===== src/rtl/stopwatch_bcd_counter_pkg.sv =====
// ============================================================================
// Package   : timer_pkg
// Purpose   : Shared widths, digit moduli and digit indices for the stopwatch
//             BCD time counter.
// Revision  : 1.0 - initial release
// ============================================================================
`default_nettype none

package timer_pkg;

  localparam int BCD_W      = 4;
  localparam int NUM_DIGITS = 7;

  localparam int MOD_DEC  = 10;
  localparam int MOD_SEXT = 6;

  localparam int DIG_MS1   = 0;
  localparam int DIG_MS10  = 1;
  localparam int DIG_MS100 = 2;
  localparam int DIG_S1    = 3;
  localparam int DIG_S10   = 4;
  localparam int DIG_M1    = 5;
  localparam int DIG_M10   = 6;

  typedef logic [BCD_W*NUM_DIGITS-1:0] time_bcd_t;

  // Only the tens-of-seconds digit is sexagesimal; every other digit is decimal.
  function automatic int digit_modulus(input int idx);
    return (idx == DIG_S10) ? MOD_SEXT : MOD_DEC;
  endfunction

endpackage

`default_nettype wire


===== src/rtl/stopwatch_bcd_counter_bcd_digit.sv =====
// ============================================================================
// Module    : bcd_digit
// Purpose   : One BCD digit of the time counter; counts modulo MODULUS and
//             signals a carry when an increment rolls it over.
// Revision  : 1.0 - initial release
// ============================================================================
`default_nettype none

module bcd_digit
  import timer_pkg::*;
#(
  parameter int MODULUS = 10
) (
  input  logic             clk,
  input  logic             rst,
  input  logic             inc,
  input  logic             clr,
  output logic [BCD_W-1:0] val,
  output logic             carry
);

  localparam logic [BCD_W-1:0] c_TERM = BCD_W'(MODULUS - 1);

  logic [BCD_W-1:0] r_val;

  always_ff @(posedge clk) begin
    if (rst) begin
      r_val <= '0;
    end else if (clr) begin
      r_val <= '0;
    end else if (inc) begin
      r_val <= (r_val == c_TERM) ? '0 : r_val + 1'b1;
    end
  end

  assign val   = r_val;
  assign carry = inc & (r_val == c_TERM);

endmodule

`default_nettype wire


===== src/rtl/stopwatch_bcd_counter.sv =====
// ============================================================================
// Module    : stopwatch_bcd_counter
// Purpose   : Prescaled millisecond counter holding elapsed time as packed BCD
//             MM:SS.mmm, with ms tick and wrap pulses. Optional lap hold when
//             STOPWATCH_LAP_EN is defined.
// Revision  : 1.0 - initial release
// ============================================================================
`default_nettype none

module stopwatch_bcd_counter
  import timer_pkg::*;
#(
  parameter int PRESCALE = 1
) (
  input  logic        msclk,
  input  logic        reset,
  input  logic        cen,
  input  logic        clr,
  input  logic        lap,
  output logic [27:0] time_bcd,
  output logic        ms_tick,
  output logic        wrap
);

  localparam int           c_PRE_W    = 10;
  localparam logic [9:0]   c_PRE_TERM = c_PRE_W'(PRESCALE - 1);

  logic [c_PRE_W-1:0]  r_presc;
  logic                w_fire;
  logic [NUM_DIGITS:0] w_inc;
  time_bcd_t           w_run;

  assign w_fire = cen & (r_presc == c_PRE_TERM);

  // A paused prescaler keeps its partial count so the next ms is not lost.
  always_ff @(posedge msclk) begin
    if (reset) begin
      r_presc <= '0;
    end else if (clr) begin
      r_presc <= '0;
    end else if (cen) begin
      r_presc <= w_fire ? '0 : r_presc + 1'b1;
    end
  end

  assign w_inc[0] = w_fire;

  generate
    for (genvar gi = 0; gi < NUM_DIGITS; gi++) begin : g_digit
      bcd_digit #(
        .MODULUS (digit_modulus(gi))
      ) u_digit (
        .clk   (msclk),
        .rst   (reset),
        .inc   (w_inc[gi]),
        .clr   (clr),
        .val   (w_run[gi*BCD_W +: BCD_W]),
        .carry (w_inc[gi+1])
      );
    end
  endgenerate

  always_ff @(posedge msclk) begin
    if (reset || clr) begin
      ms_tick <= 1'b0;
      wrap    <= 1'b0;
    end else begin
      ms_tick <= w_fire;
      wrap    <= w_inc[NUM_DIGITS];
    end
  end

`ifdef STOPWATCH_LAP_EN
  logic      r_lap_prev;
  logic      r_hold;
  time_bcd_t r_hold_val;

  // The frozen value is the one on display when the lap edge is sampled.
  always_ff @(posedge msclk) begin
    if (reset) begin
      r_lap_prev <= 1'b0;
      r_hold     <= 1'b0;
      r_hold_val <= '0;
    end else begin
      r_lap_prev <= lap;
      if (clr) begin
        r_hold <= 1'b0;
      end else if (lap && !r_lap_prev) begin
        r_hold <= ~r_hold;
        if (!r_hold) begin
          r_hold_val <= w_run;
        end
      end
    end
  end

  assign time_bcd = r_hold ? r_hold_val : w_run;
`else
  logic w_unused_lap;
  assign w_unused_lap = lap;
  assign time_bcd     = w_run;
`endif

endmodule

`default_nettype wire


===== config.mk =====
export PLATFORM = sky130hd
export DESIGN_NAME = stopwatch_bcd_counter
export DESIGN_NICKNAME = d
export VERILOG_FILES = /design/src/rtl/stopwatch_bcd_counter_pkg.sv /design/src/rtl/stopwatch_bcd_counter_bcd_digit.sv /design/src/rtl/stopwatch_bcd_counter.sv
export SDC_FILE = /design/constraint.sdc
export NUM_CORES = 1
export LEC_CHECK = 0
export BUFFER_PORTS_ARGS = -buffer_cell sky130_fd_sc_hd__buf_2
export CELL_PAD_IN_SITES_DETAIL_PLACEMENT = 0
export CELL_PAD_IN_SITES_GLOBAL_PLACEMENT = 1
export CORE_MARGIN = 5
export CORE_UTILIZATION = 30
export DETAILED_ROUTE_END_ITERATION = 12
export PLACE_DENSITY_LB_ADDON = 0.1
export SETUP_SLACK_MARGIN = 0.05
export SLEW_MARGIN = 20
export SYNTH_ARGS = -nofsm -noshare
export SYNTH_HDL_FRONTEND = slang
export SYNTH_SLANG_ARGS = --single-unit

===== constraint.sdc =====
create_clock -name msclk -period 2.1 [get_ports msclk]
set_input_delay 0.105 -clock msclk [delete_from_list [all_inputs] [get_ports msclk]]
set_output_delay 0.105 -clock msclk [all_outputs]
set_load 0.02 [all_outputs]

==> results of run 1 <==
==> kinds of logic after synthesis <==
kind of cell	after synthesis	synth area share
buffers and inverters	18	0.0387
muxes	4	0.0206
AOI/OAI and AO/OA	38	0.105
xor gates and xnor gates	17	0.0742
DFF	40	0.399
and+or+nand+nor	116	0.350
adders and majority gates	2	0.0125
==> area by class of cell <==
cell class	count	area, µm²
clock buffers	7	96.3
clock inverters	1	30.0
fillers	672	3910
inverters	11	41.3
multi-input cells	177	1160
flip-flops and latches	40	802
well taps	77	96.3
repair buffers	48	282
==> worst max-delay path by stage <==
stage	start	endpoint	slack (ns)	depth (start not counted)
final	r_presc[5]	g_digit[6].u_digit.val[3]	0.22	6
after CTS	r_presc[0]	g_digit[5].u_digit.val[3]	0.05	9
after global routing	r_presc[1]	g_digit[5].u_digit.val[3]	0.04	9
after detailed placement	r_presc[0]	g_digit[5].u_digit.val[3]	-0.03	9
after floorplan	r_presc[0]	g_digit[4].u_digit.val[2]	0.21	8
after global placement	r_presc[0]	g_digit[6].u_digit.val[0]	-0.002	9
==> state kept, by name, indices dropped and copies added, names as in the netlist <==
name / cells
g_digit.u_digit.val: 28
ms_tick: 1
r_presc: 10
wrap: 1
==> power groups by stage <==
stage / Sequential (W) / Clock, W / Combinational [W]
after floorplan: 0.000784 / 0 / 0.0000270
after global placement: 0.000780 / 0 / 0.0000507
after detailed placement: 0.000780 / 0 / 0.0000501
after CTS: 0.000762 / 0.000726 / 0.0000506
after global routing: 0.000763 / 0.000757 / 0.0000588
final: 0.000762 / 0.000695 / 0.0000521
==> cell usage in the layout, fill, tap and decap left out, types with 2 or more instances in the layout <==
cell      instances
dfxtp_1          39
buf_2            33
nor2_1           31
a21oi_1          19
nand2_1          16
buf_4            14
xor2_1           12
nand3_1          12
o21ai_0          11
inv_1            10
nor2b_1           7
clkbuf_8          7
nor3b_1           6
nand4_1           6
xnor2_1           5
nand2b_1          5
nor3_1            4
and4_1            4
and3_1            4
mux2i_1           3
or3_1             3
nor4_4            2
nand4b_1          2
o31ai_1           2
nor4_1            2
==> stage by stage <==
stage | TNS [ns] | hold slack [ns]
2_1_floorplan | 0 | 0.257
3_3_place_gp | -0.00242 | 0.402
3_5_place_dp | -0.0931 | 0.404
4_1_cts | 0 | 0.0842
5_1_grt | 0 | 0.121
6_report | 0 | 0.0896
==> timing repair <==
item	CTS	global route
setup endpoints to repair	6	15
gates resized for setup	2	9
gates cloned	0	0
buffers inserted	0	1
pin swaps	0	4
==> metal layers <==
| layer | wire length, µm | vias to the layer above | global-route usage | part of all wire |
|---|---|---|---|---|
| li1 | - | 925 | - | - |
| met1 | 2150 | 812 | 0.140 | 0.47 |
| met2 | 2210 | 22 | 0.196 | 0.48 |
| met3 | 164 | 7 | 0.0303 | 0.036 |
| met4 | 80 | 0 | 0.0446 | 0.017 |
| met5 | 0 | - | 0 | 0 |
==> worst max-delay path, stage by stage (launching register included) <==
cell,delay (ns)
dfxtp_1,0.37
nor4_4,0.36
buf_4,0.18
and3_1,0.25
and4_1,0.32
a41oi_1,0.14
o31ai_1,0.18
==> flow_metrics.py, run 1 <==
metrics = {
    "sta": {
        "worst_pin_slew_ns": 0.640,
        "report.final.setup_viol": 0,
        "final.period_utilization": 0.893,
        "rsz0062_at_grt": "no",
        "max_freq_ghz": 0.533,
        "finalHoldViolCount": 0,
        "setup_ws_ns": 0.224,
        "relSlewSlack": 0.574,
        "drv_slew": 0,
        "skew_ns": 0.0105,
        "period_needed_ns": 1.88,
    },
    "clocking": {
        "clock-sinks": 40,
        "clk_latency_ns": 0.30,
        "ctsHoldBuffers": 0,
        "cts-buffers-inserted": 5,
        "clockBufferDepth": 2,
        "clkTransAtPathRegs_ns": 0.08,
        "htreeDepth": 2,
        "root_buffer": "clkbuf_8",
        "cts_tree": "built",
    },
    "setup_path": {
        "r2r_start": "r_presc[5]",
        "critPathKind": "register to register",
        "end_kind": "register",
        "arrival_ns": 2.08,
        "r2r_slack_ns": 0.22,
        "r2r_cells": 6,
        "cp.required_ns": 2.31,
        "critPathLaunchType": "register",
        "worst-path-max-fanout": 4,
        "worst_r2r_endpoint": "g_digit[6].u_digit.val[3]",
    },
    "synth": {
        "avgSynthCellArea_um2": 8.54,
        "ys_types": 41,
        "synth_common_cells": "dfxtp_1 (40), nor2_1 (31), a21oi_1 (19)",
        "async_flop_share": 0,
        "post-synth-top-count-cell": "dfxtp_1",
        "yosysTopAreaCell": "dfxtp_1",
        "yosysSeqAreaShare": 0.399,
        "yosys_register_bits": 40,
        "synthFlopType": "dfxtp_1",
        "synth_edf_count": 0,
        "synthTopCellsByArea": "dfxtp_1 (40%), nor2_1 (5.8%), xor2_1 (5.2%), a21oi_1 (4.7%), nand3_1 (3.0%)",
        "synth_cells": 235,
        "syn_nets": 242,
        "synthDominantCellAreaShare": 0.399,
        "netlist_area_mm2": 0.00201,
        "ys_warn_count": 0,
    },
    "pwr": {
        "p_seq_frac": 0.505,
        "irDropWorstVdd_mv": 0.353,
        "swShare": 0.205,
        "power.leakage_nw": 1.01,
        "power_density_mw_per_mm2": 601,
        "clockPowerShare": 0.460,
        "power.internal_w": 0.00120,
        "p_comb_frac": 0.035,
        "power_switching_w": 0.000310,
        "p_total_w": 0.00151,
    },
    "floorplan": {
        "core_area_mm2": 0.00642,
        "dieHeight_um": 91.8,
        "initial_core_util": 0.312,
        "pin_count": 35,
        "row_count": 29,
        "dieArea_mm2": 0.00843,
        "die_w_um": 91.8,
    },
    "finish": {
        "fin_cells": 361,
        "nets": 290,
        "diodes": 0,
        "area_growth_pct": 25.1,
        "finalInstanceArea_mm2": 0.00251,
        "fin_util": 0.391,
        "drive_gt1_frac": 0.250,
    },
    "placed_design": {
        "io_buffers": 33,
        "pre_cts_slack_ns": -0.0332,
        "gp_congestion": 0.735,
        "placed_cells": 352,
        "dpl_cell_area_mm2": 0.00234,
        "dp_hpwl_um": 3340,
    },
    "grt": {
        "grt_pass1_wl_um": 8030,
        "gr-total-overflow": 0,
        "grt_pass1_vias": 1680,
        "grt_max_degree": 32,
        "antenna_found_initial": 0,
        "grt_use_total": 0.115,
    },
    "routing": {
        "drc": 0,
        "totalWireLength_um": 4610,
        "first_iter_violations": 41,
        "post_drt_via_cell_ratio": 4.89,
        "drt_pass1_iterations": 5,
        "vias": 1766,
        "ant_nets": 0,
        "wl_per_cell_um": 12.8,
    },
    "job": {
        "drv_cap": 0,
    },
    "outcome": {
        "outcome": "finished clean",
    },
    "worst_hold_path": {
        "holdCritPathClass": "input port to register",
        "worstHoldPathCells": 4,
        "min_to": "wrap",
        "worstHoldStart": "reset",
    },
}
(Power assumes the default switching activity.)
==> inputs of run 2 (changes only) <==
--- a/config.mk
+++ b/config.mk
@@ -5,6 +5,7 @@
 export SDC_FILE = /design/constraint.sdc
 export NUM_CORES = 1
 export LEC_CHECK = 0
+export ABC_AREA = 1
 export BUFFER_PORTS_ARGS = -buffer_cell sky130_fd_sc_hd__buf_2
 export CELL_PAD_IN_SITES_DETAIL_PLACEMENT = 0
 export CELL_PAD_IN_SITES_GLOBAL_PLACEMENT = 1
==> run 2 against run 1 <==
Against the previous run: sequential power about the same; critical path depth increased by 5; total power down 8.6%; sequential share of layout area grew 1.3 points; via count grew 5.7%; wire length increased by 3.6%; first-iteration DRC count grew 37%; largest power group unchanged; highest routed layer unchanged.
==> flow_metrics.py, run 2 <==
metrics = {
    "outcome": {
        "outcome": "finished clean",
    },
    "sta": {
        "finalHoldViolCount": 0,
        "skew_ns": 0.00736,
        "setup_ws_ns": 0.303,
        "worst_pin_slew_ns": 0.476,
        "drv_slew": 0,
        "period_needed_ns": 1.80,
        "max_freq_ghz": 0.556,
        "report.final.setup_viol": 0,
        "relSlewSlack": 0.682,
        "rsz0062_at_grt": "no",
        "setup-tns-final_ns": 0,
        "hold_ws_ns": 0.113,
        "final.period_utilization": 0.856,
    },
    "clocking": {
        "clockBufferDepth": 2,
        "ctsHoldBuffers": 0,
        "cts.repair.resized": 0,
        "cts-buffers-inserted": 5,
        "clk_latency_ns": 0.29,
        "clkTransAtPathRegs_ns": 0.08,
        "root_buffer": "clkbuf_8",
        "htreeDepth": 2,
        "cts_tree": "built",
        "clock-sinks": 40,
        "cts_setup_buffers": 0,
    },
    "routing": {
        "wl_per_cell_um": 11.8,
        "post_drt_via_cell_ratio": 4.61,
        "totalWireLength_um": 4770,
        "vias": 1867,
        "ant_nets": 0,
        "drt_pass1_iterations": 4,
        "first_iter_violations": 56,
        "drc": 0,
    },
    "grt": {
        "gr-total-overflow": 0,
        "antenna_found_initial": 0,
        "grt_pass1_wl_um": 8430,
        "grt_pass1_vias": 1816,
        "grt_use_total": 0.120,
        "grt_max_degree": 23,
    },
    "synth": {
        "synthTopCellsByArea": "dfxtp_1 (39%), nand2_1 (11%), nor2_1 (6.9%), inv_1 (6.7%), nand3_1 (5.6%)",
        "ys_types": 34,
        "synth_common_cells": "nand2_1 (58), dfxtp_1 (40), nor2_1 (38)",
        "netlist_area_mm2": 0.00206,
        "synth_cells": 288,
        "yosysTopAreaCell": "dfxtp_1",
        "syn_nets": 295,
        "ys_warn_count": 0,
        "synthDominantCellAreaShare": 0.388,
        "yosys_register_bits": 40,
        "yosysSeqAreaShare": 0.388,
        "async_flop_share": 0,
        "synthFlopType": "dfxtp_1",
        "avgSynthCellArea_um2": 7.16,
        "synth_edf_count": 0,
        "post-synth-top-count-cell": "nand2_1",
    },
    "floorplan": {
        "core_area_mm2": 0.00676,
        "dieArea_mm2": 0.00863,
        "die_w_um": 92.9,
        "initial_core_util": 0.305,
        "row_count": 30,
        "dieHeight_um": 92.9,
        "pin_count": 35,
    },
    "finish": {
        "layout_common_cells": "nand2_1 (58), dfxtp_1 (40), nor2_1 (38)",
        "area_growth_pct": 17.0,
        "nets": 332,
        "diodes": 0,
        "final_common_cell": "nand2_1",
        "largest_reg_flops": 28,
        "drive_gt1_frac": 0.197,
        "finalInstanceArea_mm2": 0.00241,
    },
    "pwr": {
        "irDropWorstVdd_mv": 0.269,
        "power_density_mw_per_mm2": 572,
        "power.leakage_nw": 0.933,
        "p_total_w": 0.00138,
    },
    "setup_path": {
        "r2r_start": "r_presc[0]",
        "worst-path-max-fanout": 8,
        "cp.required_ns": 2.29,
        "end_kind": "register",
        "critPathKind": "register to register",
        "arrival_ns": 1.98,
        "critPathLaunchType": "register",
        "startpoint": "r_presc[0]",
        "r2r_cells": 11,
    },
    "worst_hold_path": {
        "worstHoldPathCells": 4,
        "worstHoldStart": "reset",
        "holdCritPathClass": "input port to register",
    },
    "placed_design": {
        "gp_congestion": 0.803,
        "io_buffers": 33,
        "dpl_cell_area_mm2": 0.00232,
        "pre_cts_slack_ns": 0.270,
        "dp_hpwl_um": 3580,
    },
    "job": {
        "drv_cap": 0,
    },
}
[run 2: cells by family after synthesis]
logic type                 after synthesis  synth area share
AOI/OAI and AO/OA                       38             0.100
xor gates and xnor gates                 5            0.0212
adders and majority gates                2            0.0121
buffers and inverters                   46            0.0886
DFF                                     40             0.388
and+or+nand+nor                        157             0.390
[run 2: per-layer routing]
metal / vias up / wire length (µm) / part of all wire / GRT usage
li1: 1012 / - / - / -
met1: 829 / 2410 / 0.51 / 0.155
met2: 22 / 2140 / 0.45 / 0.197
met3: 4 / 164 / 0.034 / 0.0260
met4: 0 / 53 / 0.011 / 0.0403
met5: - / 0 / 0 / 0
[run 2: cell type report]
type / count / area (µm²)
fillers: 743 / 4340
well taps: 80 / 100
clock buffers: 7 / 96.3
repair buffers: 35 / 180
flip-flops and latches: 40 / 801
multi-input cells: 202 / 1080
inverters: 41 / 156
[run 2: through the flow]
step                       util  instances
after CTS                 0.357        405
after detailed placement  0.343        398
after floorplan               -        288
after global placement    0.343        398
after global routing      0.357        405
final                     0.357        405
[run 2: final timing paths]
check                              endpoint  slack, ns
setup / recovery  g_digit[5].u_digit.val[1]       0.30
hold / removal    g_digit[1].u_digit.val[3]       0.11
setup reg to reg  g_digit[5].u_digit.val[1]       0.30
hold reg to reg                  r_presc[9]       0.48
[run 2: critical path, stage by stage, from the launching register on]
cell and delay, ns:
dfxtp_1 0.32, inv_1 0.10, ha_1 0.21, nand3_2 0.16, nor2_8 0.23, nand3_4 0.12, nor2_4 0.16, nand2_2 0.11
nor2_2 0.11, nand2_1 0.07, nand3_1 0.06, nand2_1 0.05
[run 2: report_power, final]
| group | total, W | switching [W] | leakage, nW | internal, W |
|---|---|---|---|---|
| Combinational | 0.0000605 | 0.0000419 | 0.560 | 0.0000186 |
| Sequential | 0.000763 | 0.00000245 | 0.322 | 0.000761 |
| Clock | 0.000555 | 0.000262 | 0.0503 | 0.000293 |
